<file path="config.mk">
export PLATFORM = sky130hd
export DESIGN_NAME = kmeans_update_ctrl
export DESIGN_NICKNAME = d
export VERILOG_FILES = /design/src/rtl/kmeans_update_ctrl.sv
export SDC_FILE = /design/constraint.sdc
export NUM_CORES = 1
export LEC_CHECK = 0
export ABC_AREA = 1
export BUFFER_PORTS_ARGS = -buffer_cell sky130_fd_sc_hd__clkbuf_2
export CORE_MARGIN = 2
export CORE_UTILIZATION = 50
export CTS_CLUSTER_DIAMETER = 50
export DETAILED_ROUTE_END_ITERATION = 6
export HOLD_SLACK_MARGIN = 0.03
export PLACE_DENSITY = 0.72
export SYNTH_ARGS = -nofsm -noshare
export SYNTH_HDL_FRONTEND = slang
export SYNTH_SLANG_ARGS = --single-unit
</file>
<file path="constraint.sdc">
create_clock -name clk -period 5.03 [get_ports clk]
set_clock_uncertainty 0.05 [all_clocks]
set_input_delay 0.503 -clock clk [delete_from_list [all_inputs] [get_ports clk]]
set_output_delay 0.503 -clock clk [all_outputs]
set_load 0.02 [all_outputs]
</file>
<file path="src/rtl/kmeans_update_ctrl.sv">
// Centroid-update sequencer: walks the clusters, averages each one's accumulators
// with a single shared restoring divider, writes the new centroid and reports convergence.
module kmeans_update_ctrl #(
   parameter int CLUSTER_SIZE = 4,
   parameter int ACC_W        = 20,
   parameter int CNT_W        = 12,
   parameter int COORD_W      = 8
) (
   input  logic                 clk,
   input  logic                 rst_n,
   input  logic                 start,
   output logic [1:0]           acc_sel,
   input  logic [ACC_W-1:0]     acc_x,
   input  logic [ACC_W-1:0]     acc_y,
   input  logic [CNT_W-1:0]     acc_num,
   input  logic [2*COORD_W-1:0] cent_rd,
   output logic                 cent_we,
   output logic [1:0]           cent_idx,
   output logic [2*COORD_W-1:0] cent_wdata,
   output logic                 busy,
   output logic                 done,
   output logic                 converged
);

   localparam int BIT_W = $clog2(ACC_W);
   localparam logic [1:0] LAST_K = 2'(CLUSTER_SIZE - 1);

   typedef enum logic [2:0] {IDLE, LOAD, DIV_X, DIV_Y, WRITE, FIN} state_t;

   state_t               state, state_nx;
   logic [1:0]           k;
   logic [BIT_W-1:0]     bit_cnt;
   logic [CNT_W-1:0]     num_r;
   logic [ACC_W-1:0]     ay_r;
   logic [2*COORD_W-1:0] cent_old;
   logic [COORD_W-1:0]   qx_r;
   logic                 conv_acc;
   logic [CNT_W:0]       div_rem;
   logic [ACC_W-1:0]     div_quo;

   logic [CNT_W:0]       rem_sh, rem_nx;
   logic [ACC_W-1:0]     quo_nx;
   logic                 rem_ge, last_bit, last_k, empty, conv_clear;

   function automatic logic [COORD_W-1:0] sat_coord(input logic [ACC_W-1:0] q);
      if (|q[ACC_W-1:COORD_W]) return '1;
      return q[COORD_W-1:0];
   endfunction

   assign acc_sel = k;

   // One restoring-division step; the dividend shifts out of div_quo as quotient bits shift in.
   // The remainder's top bit is always clear after a step, folding it in keeps the compare safe.
   always_comb begin
      rem_sh     = {div_rem[CNT_W-1:0], div_quo[ACC_W-1]};
      rem_ge     = div_rem[CNT_W] | (rem_sh >= {1'b0, num_r});
      rem_nx     = rem_ge ? (rem_sh - {1'b0, num_r}) : rem_sh;
      quo_nx     = {div_quo[ACC_W-2:0], rem_ge};
      last_bit   = (bit_cnt == BIT_W'(ACC_W - 1));
      last_k     = (k == LAST_K);
      empty      = (acc_num == '0);
      conv_clear = (state == WRITE) && (cent_wdata != cent_old);
   end

   always_comb begin
      state_nx = state;
      case (state)
         IDLE:    if (start) state_nx = LOAD;
         LOAD:    if (!empty)    state_nx = DIV_X;
                  else if (last_k) state_nx = FIN;
                  else           state_nx = LOAD;
         DIV_X:   if (last_bit) state_nx = DIV_Y;
         DIV_Y:   if (last_bit) state_nx = WRITE;
         WRITE:   state_nx = last_k ? FIN : LOAD;
         FIN:     state_nx = IDLE;
         default: state_nx = IDLE;
      endcase
   end

   always_ff @(posedge clk or negedge rst_n) begin
      if (!rst_n) state <= IDLE;
      else        state <= state_nx;
   end

   always_ff @(posedge clk or negedge rst_n) begin
      if (!rst_n) begin
         k        <= '0;
         bit_cnt  <= '0;
         num_r    <= '0;
         ay_r     <= '0;
         cent_old <= '0;
         qx_r     <= '0;
         conv_acc <= 1'b0;
         div_rem  <= '0;
         div_quo  <= '0;
      end else begin
         case (state)
            IDLE: begin
               if (start) begin
                  k        <= '0;
                  conv_acc <= 1'b1;
               end
            end
            LOAD: begin
               num_r    <= acc_num;
               ay_r     <= acc_y;
               cent_old <= cent_rd;
               div_quo  <= acc_x;
               div_rem  <= '0;
               bit_cnt  <= '0;
               if (empty) k <= k + 2'd1;
            end
            DIV_X: begin
               if (last_bit) begin
                  qx_r    <= sat_coord(quo_nx);
                  div_quo <= ay_r;
                  div_rem <= '0;
                  bit_cnt <= '0;
               end else begin
                  div_quo <= quo_nx;
                  div_rem <= rem_nx;
                  bit_cnt <= bit_cnt + BIT_W'(1);
               end
            end
            DIV_Y: begin
               div_quo <= quo_nx;
               div_rem <= rem_nx;
               bit_cnt <= bit_cnt + BIT_W'(1);
            end
            WRITE: begin
               k <= k + 2'd1;
               if (conv_clear) conv_acc <= 1'b0;
            end
            default: ;
         endcase
      end
   end

   // Outputs are registered from the next state so they line up with the state they describe.
   always_ff @(posedge clk or negedge rst_n) begin
      if (!rst_n) begin
         cent_we    <= 1'b0;
         cent_idx   <= '0;
         cent_wdata <= '0;
         busy       <= 1'b0;
         done       <= 1'b0;
         converged  <= 1'b0;
      end else begin
         cent_we <= (state_nx == WRITE);
         done    <= (state_nx == FIN);
         busy    <= (state_nx == LOAD) || (state_nx == DIV_X) ||
                    (state_nx == DIV_Y) || (state_nx == WRITE);
         if ((state == DIV_Y) && last_bit) begin
            cent_idx   <= k;
            cent_wdata <= {qx_r, sat_coord(quo_nx)};
         end
         if ((state == IDLE) && start)
            converged <= 1'b0;
         else if (state_nx == FIN)
            converged <= conv_acc & ~conv_clear;
      end
   end

endmodule

</file>
-- After elaboration in Yosys (flattened, before gate mapping)
Cells that the tools add are included.
- input bits: 71
- register bits after elaboration: 122
- muxes and demuxes: 28
- bitwise operators: 3
- $add $sub $neg: 3
- eq/ne operators: 15
- reduce and logical (&&, ||, !) cells: 16
- order comparisons: 1
- operators by type and width (cell ; count):
    20-bit one-hot mux with 3 select lines ; 1
    13-bit one-hot mux with 3 select lines ; 1
    13-bit two-way mux ; 2
    8-bit two-way mux ; 3
    20-bit two-way mux ; 1
    16-bit inequality test ; 1
    3-bit two-way mux ; 5
    3-bit one-hot mux with 5 select lines ; 1
    5-bit one-hot mux with 3 select lines ; 1
    13-bit by 12-bit greater-or-equal comparator with 1-bit output ; 1
    13-bit by 12-bit subtractor with 13-bit output ; 1
    3-bit by 2-bit == test with 1-bit output (second input constant) ; 4
    12-bit zero test ; 1
    12-bit OR reduction ; 1
    3-bit == test (second input constant) ; 3
    1-bit two-way mux ; 8
    3-bit by 1-bit == test with 1-bit output (second input constant) ; 2
    2-bit inequality test (second input constant) ; 3
    2-bit one-hot mux with 3 select lines ; 1
    3-bit AND reduction ; 2
    3-bit nonzero test ; 2
    5-bit by 1-bit adder with 5-bit output (second input constant) ; 1
    5-bit == test (second input constant) ; 1
    5-bit two-way mux ; 1
    12 further kinds ; 18

-- Depth between registers and ports, before layout
- word-level depth: 8
- depth in mapped cells: 14
- mapped depth without buffers: 14

-- Worst setup path before layout
Ideal clock, no wire load.
- path type: flip-flop to flip-flop
- start: register div_rem[7]
- end: register div_rem[0]
- slack: 3168 ps
- data required time: 4862 ps
- path buffers: 1
- arrival: 1694 ps
- library setup time: 118 ps
- stages on the path, launching flop included: 11
- cells stage by stage: dfrtp_1 ha_1 nand2_1 inv_1 a21oi_1 nand3_1 nand2_1 clkbuf_1 nand3_1 nand3_1 nand2_1
- word-level cells in the longest chain between the ends: 5
- ends and longest elaborated chain (element ; line ; text):
    start: declaration ; 38 ; logic [CNT_W:0] div_rem;
    start signal: assignment ; 121 ; div_rem <= rem_nx;
    start signal: assignment ; 127 ; div_rem <= rem_nx;
    13-bit by 12-bit greater-or-equal comparator with 1-bit output * ; 56 ; rem_ge = div_rem[CNT_W] | (rem_sh >= {1'b0, num_r});
    1-bit bitwise OR * ; 56 ;
    13-bit two-way mux * ; 57 ; rem_nx = rem_ge ? (rem_sh - {1'b0, num_r}) : rem_sh;
    13-bit two-way mux ; 114 ; if (last_bit) begin
    13-bit one-hot mux with 3 select lines * ; 97 ; case (state)
Mark *: on every way between the ends. The rest lies on a longest branch, timed or not.
A chain may end at the register's enable or synchronous reset.

-- Worst setup path in the final report
- start: register state[0]
- end: register div_quo[18]
- word-level cells in the longest chain between the ends: 2
- elaborated cells between the ends (all ways): 5
- classes of those cells: eq/ne (3); mux (1); reduce/logical (1)
- ends and longest elaborated chain (element ; line ; text):
    start: declaration ; 30 ; state_t state, state_nx;
    start signal: assignment ; 82 ; else state <= state_nx;
    3-bit by 2-bit == test with 1-bit output or 3-bit by 1-bit == test with 1-bit output (tied branches) ; 97 ;
    20-bit one-hot mux with 3 select lines or 3-bit nonzero test (tied branches) ; -- ;
    end signal: assignment ; 116 ; div_quo <= ay_r;
    end signal: assignment ; 120 ; div_quo <= quo_nx;
    end signal: assignment ; 126 ; div_quo <= quo_nx;
    end: declaration ; 39 ; logic [ACC_W-1:0] div_quo;
Several ways; a longest one is shown, not always the timed one.

==> results.md <==
* Max cap viols at 0
* Final period util at 0.556
* Vias in the first global route at 5,267
* Post-CTS Setup Inserts at 0
* Finished Cell Area at 7460 µm²
* Fillcell total at 1,107
* Placed Cells at 1,050
* Reg2reg setup slack at 2.23 ns
* Setup violations, final at 0
* Cell taking the most area after synthesis: dfrtp_1
* #FFs+latches synth at 122
* Most common cell in the netlist: nand2_1
* Crit path from: state[0]$_DFF_PN0_
* Total congestion overflow at 0
* Die Area at 13,400 µm²
* Ranking of synthesized cells by area: dfrtp_1, nand2_1, inv_1
* Status: finished, violations left
* Final Wtd Congestion at 0.900
* Synth warn at 0
* Worst path cell trace: inv_2 -> nor3_4 -> inv_2 -> nand2_1 -> inv_2 -> nor2_1 -> o221ai_1 -> o21ai_1
* Worst-margin pin slew at 0.942 ns
* CP endpoint kind: register
* Ys flop type: dfrtp_1
* Worst-path clk slew at 0.06 ns
* Layout cell share with drive strength beyond 1 at 0.152
* Latest clock arrival within the worst-skew pair at 0.42 ns
* Multi-input logic area at 2700 µm²
* Die Wd at 116 µm
* Hold Path Class: input port to async pin
* Final Hold Vio Count at 0
* CP dominant cell by count: inv_2
* Worst-path fanout max at 38
* DR iter-0 viols at 506
* Cell Pwr Density at 693 nW/µm²
* Initial core utilization at 0.515
* Register area share after synthesis at 0.490
* CTS Buffer Depth at 2
* Fin worst setup slack at 2.23 ns
* Sink Count at 122
* Inserted Diodes at 0
* WHS at 0.178 ns
* Initial antenna violation count at 0
* Met1 WL at 7080 µm
* ANT nets after route at 0
* DR WL met3 at 1130 µm
* Yosys top cell area share at 0.490
* Startpoint Class: register
* Post-CTS Hold Buffers at 0
* WL final at 15,300 µm
* LEAKAGE at 4.00 nW
* Total CTS buffers at 17
* Mapped cell area at 6230 µm²
* DRC at 3
* Most instantiated cells after synthesis: nand2_1, dfrtp_1, inv_1
* Met2 routed WL at 6840 µm
* Post-synth EDFFs at 0
* Final HPWL DP at 10,600 µm
* Wire per inst at 14.2 µm
* RSZ-0062 raised after global routing: no
* Slowest stage delay, CP at 0.65 ns
* Post-CTS resize count at 0
* Max rail drop VDD at 0.356 mV
* Largest net degree at the start of global routing at 74
* Min cycle time layout at 2.80 ns
* Worst path required time at 5.26 ns
* Setup TNS at 0 ns
* Post-Synthesis Cells at 813
* Failing checks: design-rule violations
* Nets@finish at 987
* Syn Nets at 899
* Area Growth Syn to Fin at 19.6%
* CTS root buffer: clkbuf_16
* Slowest cell on the critical path: inv_2
* Ys async rst share at 1.00
* Die Y at 116 µm
* Global-route wire length before repair at 25,700 µm
* I/O Buffers at 94
* Rows at 40
* Post-Layout Cell Count at 1,082
* I/O pin cnt at 95
* DR top layer: met4
* CTS tree: built
* Slew headroom at 0.372
* Data arrival time of the critical path at 3.03 ns
* RR Startpoint: state[0]$_DFF_PN0_
* H-tree depth at 4
* Core area at 12,100 µm²
* Distinct cells, synth at 33
* Vias per Instance at 5.11
* Mean cell area of the mapped netlist at 7.67 µm²
* F_max at 0.357 GHz
* Vias at 5,524
* Final core utilization at 0.616
* Dpl ws at 2.27 ns
* Register area at 3050 µm²
* 1st-pass router iterations at 7
* Setup CP Type: register to register
* Tot Pwr at 5.16 mW
* Final Max Slew Viols at 0
* GRT Util Overall at 0.251
* Placed instance area at 6820 µm²
[placed cells by master, fill, tap and decap left out]
master and instances:
clkinv_4 2, a21boi_0 1, inv_6 2, inv_2 5, and3_1 2, nor3_4 1, clkinv_2 2, nor3_1 4
o21ai_1 10, clkbuf_2 93, a22oi_1 9, xnor2_1 2, ha_1 14, clkinvlp_4 4, nand4_1 7, dfrtp_1 122
nand3_1 30, fa_1 1, o211ai_1 10, a31oi_1 2, o22ai_1 1, nand2_1 309, xor2_1 12, a211oi_1 1
or2_2 1, bufinv_16 4, nor2_1 66, o21ai_0 47, nor2_2 2, clkbuf_16 17, nand3b_1 12, a21oi_1 9
o221ai_1 10, buf_4 5, o31ai_1 1, clkbuf_8 1, nor4_1 2, inv_1 90, o21bai_1 1
[worst max-delay path: cells and delay by family, from the launching register on]
family                 cells  cell delay [ns]
AO/OA/AOI/OAI              2             0.20
buffers and inverters      3             1.24
flip-flops                 1             0.41
AND/OR/NAND/NOR            3             0.75
[flip-flops by register name (all words and copies together) (netlist names)]
| signal | cells |
|---|---|
| cent_wdata | 16 |
| qx_r | 8 |
| busy | 1 |
| converged | 1 |
| num_r | 12 |
| conv_acc | 1 |
| div_rem | 13 |
| acc_sel | 2 |
| cent_old | 16 |
| ay_r | 20 |
| state | 3 |
| cent_idx | 2 |
| bit_cnt | 5 |
| div_quo | 20 |
| done | 1 |
| cent_we | 1 |
[per-layer routing]
layer / GRT usage / up-vias
met1: 0.361 / 2539
met5: 0 / -
met2: 0.372 / 198
met3: 0.0654 / 27
li1: - / 2760
met4: 0.0889 / 0
[cells by family (layout without fill, tap and decap cells)]
| family | Yosys count | in the layout | share of synthesized area |
|---|---|---|---|
| flip-flops | 122 | 122 | 0.490 |
| buffers and inverters | 124 | 225 | 0.0775 |
| AO/OA/AOI/OAI | 102 | 102 | 0.0977 |
| AND/OR/NAND/NOR | 436 | 436 | 0.284 |
| XOR/XNOR | 14 | 14 | 0.0197 |
| adder cells (fa/ha/maj) | 15 | 15 | 0.0313 |
[worst paths after layout]
kind                                      endpoint  cells past startpoint
min in group clk               ay_r[9]$_DFFE_PN0P_                      3
setup reg to reg           div_quo[18]$_DFFE_PN0P_                      8
max in group asynchronous     num_r[9]$_DFFE_PN0P_                      2
hold / removal                ay_r[13]$_DFFE_PN0P_                      1
setup / recovery           div_quo[18]$_DFFE_PN0P_                      8
hold reg to reg                ay_r[8]$_DFFE_PN0P_                      2
[where the power goes]
part	internal [mW]	total [mW]	switching (mW)
logic	0.802	2.24	1.44
registers	1.37	1.62	0.250
clock network	0.843	1.30	0.461
total	3.02	5.16	2.15
[final cells by class]
cell class / count / area share
well taps: 168 / 0.0282
clock buffers: 18 / 0.0589
clock inverters: 14 / 0.0262
repair buffers: 98 / 0.0675
flip-flops and latches: 122 / 0.409
multi-input cells: 567 / 0.362
inverters: 95 / 0.0478
Power figures use the tool's default switching activity.
